### src/rtl/clk_div_bank_pkg.sv
`default_nettype none
// ============================================================================
// Module      : clk_div_bank_pkg
// Description : Shared constants, channel state record and width helper for
//               the clk_div_bank programmable divider bank.
// Revision    : 1.0 - initial release
// ============================================================================
package clk_div_bank_pkg;

  localparam int MIN_DIV   = 2;
  // Internal counter width; channel divisors up to this many bits are carried
  // zero-extended so one state record serves every DIV_W configuration.
  localparam int DIV_MAX_W = 16;

  typedef struct packed {
    logic [DIV_MAX_W-1:0] cnt;
    logic [DIV_MAX_W-1:0] div;
    logic [DIV_MAX_W-1:0] shadow;
    logic                 pending;
  } chan_state_t;

  function automatic int ch_width(input int n);
    return (n > 1) ? $clog2(n) : 1;
  endfunction

endpackage
`default_nettype wire

### src/rtl/clk_div_chan.sv
`default_nettype none
// ============================================================================
// Module      : clk_div_chan
// Description : One divider channel: period counter, shadow/pending divisor
//               and registered clk_out/tick generation.
// Revision    : 1.0 - initial release
// ============================================================================
module clk_div_chan
  import clk_div_bank_pkg::*;
#(
  parameter int DIV_W       = 8,
  parameter int DEFAULT_DIV = 4
) (
  input  logic             clk_in,
  input  logic             reset_n,
  input  logic             i_en,
  input  logic             i_sync,
  input  logic             i_wr,
  input  logic [DIV_W-1:0] i_wr_div,
  output logic             o_pending,
  output logic             o_clk_out,
  output logic             o_tick
);

  localparam logic [DIV_MAX_W-1:0] c_div_rst = DIV_MAX_W'(DEFAULT_DIV);
  localparam logic [DIV_MAX_W-1:0] c_one     = DIV_MAX_W'(1);

  chan_state_t r_st;
  chan_state_t w_st_nxt;
  logic        w_wrap;
  logic        w_boundary;
  logic        r_clk_out;
  logic        r_tick;

  always_comb begin
    w_st_nxt   = r_st;
    w_wrap     = (r_st.cnt == (r_st.div - c_one));
    w_boundary = !i_en || i_sync || w_wrap;

    w_st_nxt.cnt = w_boundary ? '0 : (r_st.cnt + c_one);

    if (w_boundary && r_st.pending) begin
      w_st_nxt.div     = r_st.shadow;
      w_st_nxt.pending = 1'b0;
    end

    // A write is only ever granted while pending is clear, so a write that
    // lands on a boundary always waits for the following one.
    if (i_wr) begin
      w_st_nxt.shadow  = DIV_MAX_W'(i_wr_div);
      w_st_nxt.pending = 1'b1;
    end
  end

  always_ff @(posedge clk_in or negedge reset_n) begin
    if (!reset_n) begin
      r_st      <= '{cnt: '0, div: c_div_rst, shadow: c_div_rst, pending: 1'b0};
      r_clk_out <= 1'b0;
      r_tick    <= 1'b0;
    end else begin
      r_st      <= w_st_nxt;
      r_clk_out <= i_en && (w_st_nxt.cnt >= (w_st_nxt.div >> 1));
      r_tick    <= i_en && (w_st_nxt.cnt == (w_st_nxt.div - c_one));
    end
  end

  assign o_pending = r_st.pending;
  assign o_clk_out = r_clk_out;
  assign o_tick    = r_tick;

endmodule
`default_nettype wire

### src/rtl/clk_div_bank.sv
`default_nettype none
// ============================================================================
// Module      : clk_div_bank
// Description : NUM_CH programmable clock dividers with a valid/ready config
//               port; optional CLKDIV_SYNC_EN adds a sync_req restart input.
// Revision    : 1.0 - initial release
// ============================================================================
module clk_div_bank
  import clk_div_bank_pkg::*;
#(
  parameter  int NUM_CH      = 4,
  parameter  int DIV_W       = 8,
  parameter  int DEFAULT_DIV = 4,
  localparam int CH_W        = ch_width(NUM_CH)
) (
  input  logic              clk_in,
  input  logic              reset_n,
`ifdef CLKDIV_SYNC_EN
  input  logic              sync_req,
`endif
  input  logic [NUM_CH-1:0] ch_en,
  input  logic              cfg_valid,
  output logic              cfg_ready,
  input  logic [CH_W-1:0]   cfg_ch,
  input  logic [DIV_W-1:0]  cfg_div,
  output logic              cfg_err,
  output logic [NUM_CH-1:0] clk_out,
  output logic [NUM_CH-1:0] tick
);

  logic [NUM_CH-1:0] w_sel;
  logic [NUM_CH-1:0] w_pending;
  logic [NUM_CH-1:0] w_wr;
  logic              w_accept;
  logic              w_div_ok;
  logic              w_sync;
  logic              r_cfg_err;

`ifdef CLKDIV_SYNC_EN
  assign w_sync = sync_req;
`else
  assign w_sync = 1'b0;
`endif

  // An out-of-range channel selects nothing, so it always reads as ready.
  assign cfg_ready = ~|(w_sel & w_pending);
  assign w_accept  = cfg_valid & cfg_ready;
  assign w_div_ok  = (cfg_div >= DIV_W'(MIN_DIV));

  generate
    for (genvar i = 0; i < NUM_CH; i++) begin : g_chan
      assign w_sel[i] = (cfg_ch == CH_W'(i));
      assign w_wr[i]  = w_accept & w_sel[i] & w_div_ok;

      clk_div_chan #(
        .DIV_W       (DIV_W),
        .DEFAULT_DIV (DEFAULT_DIV)
      ) u_chan (
        .clk_in    (clk_in),
        .reset_n   (reset_n),
        .i_en      (ch_en[i]),
        .i_sync    (w_sync),
        .i_wr      (w_wr[i]),
        .i_wr_div  (cfg_div),
        .o_pending (w_pending[i]),
        .o_clk_out (clk_out[i]),
        .o_tick    (tick[i])
      );
    end
  endgenerate

  always_ff @(posedge clk_in or negedge reset_n) begin
    if (!reset_n) begin
      r_cfg_err <= 1'b0;
    end else begin
      r_cfg_err <= w_accept & (~|w_sel | ~w_div_ok);
    end
  end

  assign cfg_err = r_cfg_err;

endmodule
`default_nettype wire

### config.mk
export PLATFORM = sky130hd
export DESIGN_NAME = clk_div_bank
export DESIGN_NICKNAME = d
export VERILOG_FILES = /design/src/rtl/clk_div_bank_pkg.sv /design/src/rtl/clk_div_chan.sv /design/src/rtl/clk_div_bank.sv
export SDC_FILE = /design/constraint.sdc
export NUM_CORES = 1
export LEC_CHECK = 0
export ABC_CLOCK_PERIOD_IN_PS = 5400
export CAP_MARGIN = 30
export CORE_UTILIZATION = 32
export DETAILED_ROUTE_END_ITERATION = 6
export HOLD_SLACK_MARGIN = 0.02
export PLACE_DENSITY_LB_ADDON = 0.1
export SYNTH_ARGS = -nofsm -noshare
export SYNTH_HDL_FRONTEND = slang
export SYNTH_SLANG_ARGS = --single-unit
export TNS_END_PERCENT = 5
### constraint.sdc
create_clock -name clk_in -period 5.4 [get_ports clk_in]
set_clock_uncertainty 0.1 [all_clocks]
set_input_delay 0.54 -clock clk_in [delete_from_list [all_inputs] [get_ports clk_in]]
set_output_delay 0.54 -clock clk_in [all_outputs]
set_load 0.05 [all_outputs]
==> results.ini <==
[run_status]
status=finished, final reports clean

[cells_and_area]
nNetsFinal=1799
drive_above_1_share_pct=14.1
fin_util_pct=37.3
fillCellCount=4504
final_common_cell=dfrtp_1
diodes=0
final_cell_mix=dfrtp_1, nor2_1, nand2_1, inv_1, xnor2_1
syn_to_final_growth_pct=13.9

[routing]
vias=12500
drt_iter0_markers=903
wire_per_inst_um=19.2
drc_errors=0
viasPerCell=5.40
drt_pass1_iterations=5
ant_nets=0
routed_wl_um=44300

[cts]
cts_made_buffers=17
htreeDepth=4
insertion_delay_ns=0.46
cts_hold_buf=0
clk_path_buf_depth=2
path_clk_slew_ns=0.08
cts.sinks=173
cts_tree=done
root_buffer=clkbuf_16

[synthesis]
synth_cell_types=92
syn_area_per_cell_um2=8.50
synth-edff-count=0
ys_seq_elements=173
ys_warn_count=0
synth_flop_cell=dfrtp_1
synth_nets=1765
syn_area_um2=14200
yosysSeqAreaShare_pct=30.5
netlist_instances=1676
synth-async-reset-ratio_pct=100

[power_and_ir_drop]
p_leak_nw=7.17
p_per_area_nw_per_um2=371
p_total_w=0.00602
ir_drop_mv=0.251

[placed_design]
portBuffers=26
dp_slack_ns=0.130
place_congestion=0.859
place_hpwl_um=34000

[die]
core_um2=43500
start_util_pct=32.8
fp-row-count=76
die_h_um=213
die_w_um=213
ioPinCount=27
die-area_um2=45300

[worst_setup_path]
cp-end-kind=register
cpMaxStageDelayCell=or4b_4
max_stage_delay_ns=0.50
critical_path_buf_inv_count=2
cp.required_ns=5.64
path_class=reg2reg
path_cells=inv_4 -> ha_4 -> or4b_4 -> o31a_1 -> a2111oi_2 -> nor3b_1 -> a211o_1 -> o22a_1 -> mux2i_1 -> inv_1 -> ha_1 -> nand2b_1 -> a21o_1 -> a21o_1 -> a21o_1 -> a21o_1 -> a21o_1 -> a21o_1 -> a21o_1 -> a21oi_1 -> o21ai_0 -> a21oi_1 -> o211ai_1
cp_top_family=compound AO/OA/AOI/OAI gates
start_kind=register
crit_top_cell=a21o_1
crit_fanout=7
worstPathArrival_ns=5.29

[timing]
post-route-period-util_pct=93.5
worst_pin_slew_ns=0.835
period_needed_ns=5.05
setup-violations-final=0
fmax_mhz=198
rsz0062_at_grt=true
tns_ns=0
maxSlewViolCount=0
setup_slack_ns=0.350
slew_headroom_pct=43.8
hold_viol_final=0

[min_path]
hp-class=in2async

[grt]
grt.overflow.total=0
grt_max_degree=95
antenna_found_initial=1
grt_pass1_wl_um=71300
grt_pass1_vias=12400
grtUsageTotal_pct=20.4

[flow_run]
drv_cap=0

logic make-up after synthesis:
family | Yosys count | synth area share (%)
compound gates | 308 | 15.3
xor+xnor | 171 | 10.7
fa+ha+maj | 72 | 6.33
buf+inv | 226 | 6.70
flops | 173 | 30.5
mux | 92 | 7.01
simple gates | 634 | 23.5
flip-flops by register name, indices dropped and copies added (netlist names):
| register | cells |
|---|---|
| cfg_err | 1 |
| g_chan.u_chan.o_clk_out | 4 |
| g_chan.u_chan.o_pending | 4 |
| g_chan.u_chan.o_tick | 4 |
| g_chan.u_chan.r_st | 160 |
cell usage after synthesis (all sizes together) (9+ instances only):
cell	instances	area, um2
dfrtp	165	4130
nor2	132	495
nand2	122	460
inv	121	454
xnor2	106	928
o21ai	73	392
ha	72	901
nor3	70	360
nand3	64	320
xor2	63	552
clkbuf	60	226
mux2	46	522
a21oi	45	225
buf	45	273
mux2i	45	454
nand4	33	206
nor2b	33	206
nor4	32	230
a21o	25	188
o211ai	25	188
nand2b	23	144
or3	23	144
a31oi	21	131
or2	14	87.6
or4	14	113
and2	13	81.3
nand3b	12	90.1
a211oi	11	82.6
and3	10	62.6
nor3b	10	75.1
a21boi	9	67.6
o221ai	9	85.1
final cells by class:
cell class | count | area, um2 | share of cell area (%)
timing repair buffer | 120 | 980 | 6.04
tap | 585 | 732 | 4.51
multi-input combinational | 1277 | 9040 | 55.8
inverter | 121 | 457 | 2.82
clock inverter | 13 | 215 | 1.33
sequential | 173 | 4350 | 26.8
clock buffer | 19 | 443 | 2.73
worst register-to-register path, cell delays in order (launching register included):
cell       delay [ns]
dfrtp_2          0.47
inv_4            0.10
ha_4             0.14
or4b_4           0.50
o31a_1           0.34
a2111oi_2        0.21
nor3b_1          0.08
a211o_1          0.29
o22a_1           0.21
mux2i_1          0.21
inv_1            0.08
ha_1             0.28
nand2b_1         0.14
a21o_1           0.17
a21o_1           0.16
a21o_1           0.18
a21o_1           0.17
a21o_1           0.18
a21o_1           0.17
a21o_1           0.16
a21oi_1          0.18
o21ai_0          0.12
a21oi_1          0.16
o211ai_1         0.11
repair_timing:
item,CTS,global route
gates resized for setup,0,19
endpoints found under the setup margin,0,5
hold endpoints to repair,0,0
buffers inserted,0,5
through the flow:
stage	cell area (um2)	instances	hold WS, ns
floorplan	14300	1676	0.144
global placement	15400	2270	0.389
detailed placement	15500	2271	0.386
CTS	16100	2303	0.0416
global route	16200	2308	0.0683
finish	16200	2308	0.0108
per-layer routing:
metal / global-route usage (%) / part of all wire [%]
met5: 0 / 0.032
met2: 31.0 / 44
met3: 2.27 / 4.2
met4: 6.90 / 2.0
met1: 29.6 / 50
worst paths after layout:
check / to / cells past startpoint / from / slack, ns
hold / removal: g_chan[2].u_chan.r_st[46] / 1 / reset_n / 0.01
setup reg to reg: g_chan[3].u_chan.o_clk_out / 23 / g_chan[3].u_chan.r_st[17] / 0.35
setup / recovery: g_chan[3].u_chan.o_clk_out / 23 / g_chan[3].u_chan.r_st[17] / 0.35
max in group asynchronous: g_chan[1].u_chan.r_st[44] / 2 / reset_n / 4.19
min in group clk_in: g_chan[2].u_chan.r_st[3] / 2 / g_chan[2].u_chan.r_st[3] / 0.40
hold reg to reg: g_chan[2].u_chan.r_st[3] / 2 / g_chan[2].u_chan.r_st[3] / 0.40
report_power, final:
part           internal, W  switching (W)
sequential         0.00151       0.000321
clock             0.000837       0.000585
combinational      0.00121        0.00155
total              0.00356        0.00246
No activity file was read; power rests on OpenSTA's default activity.
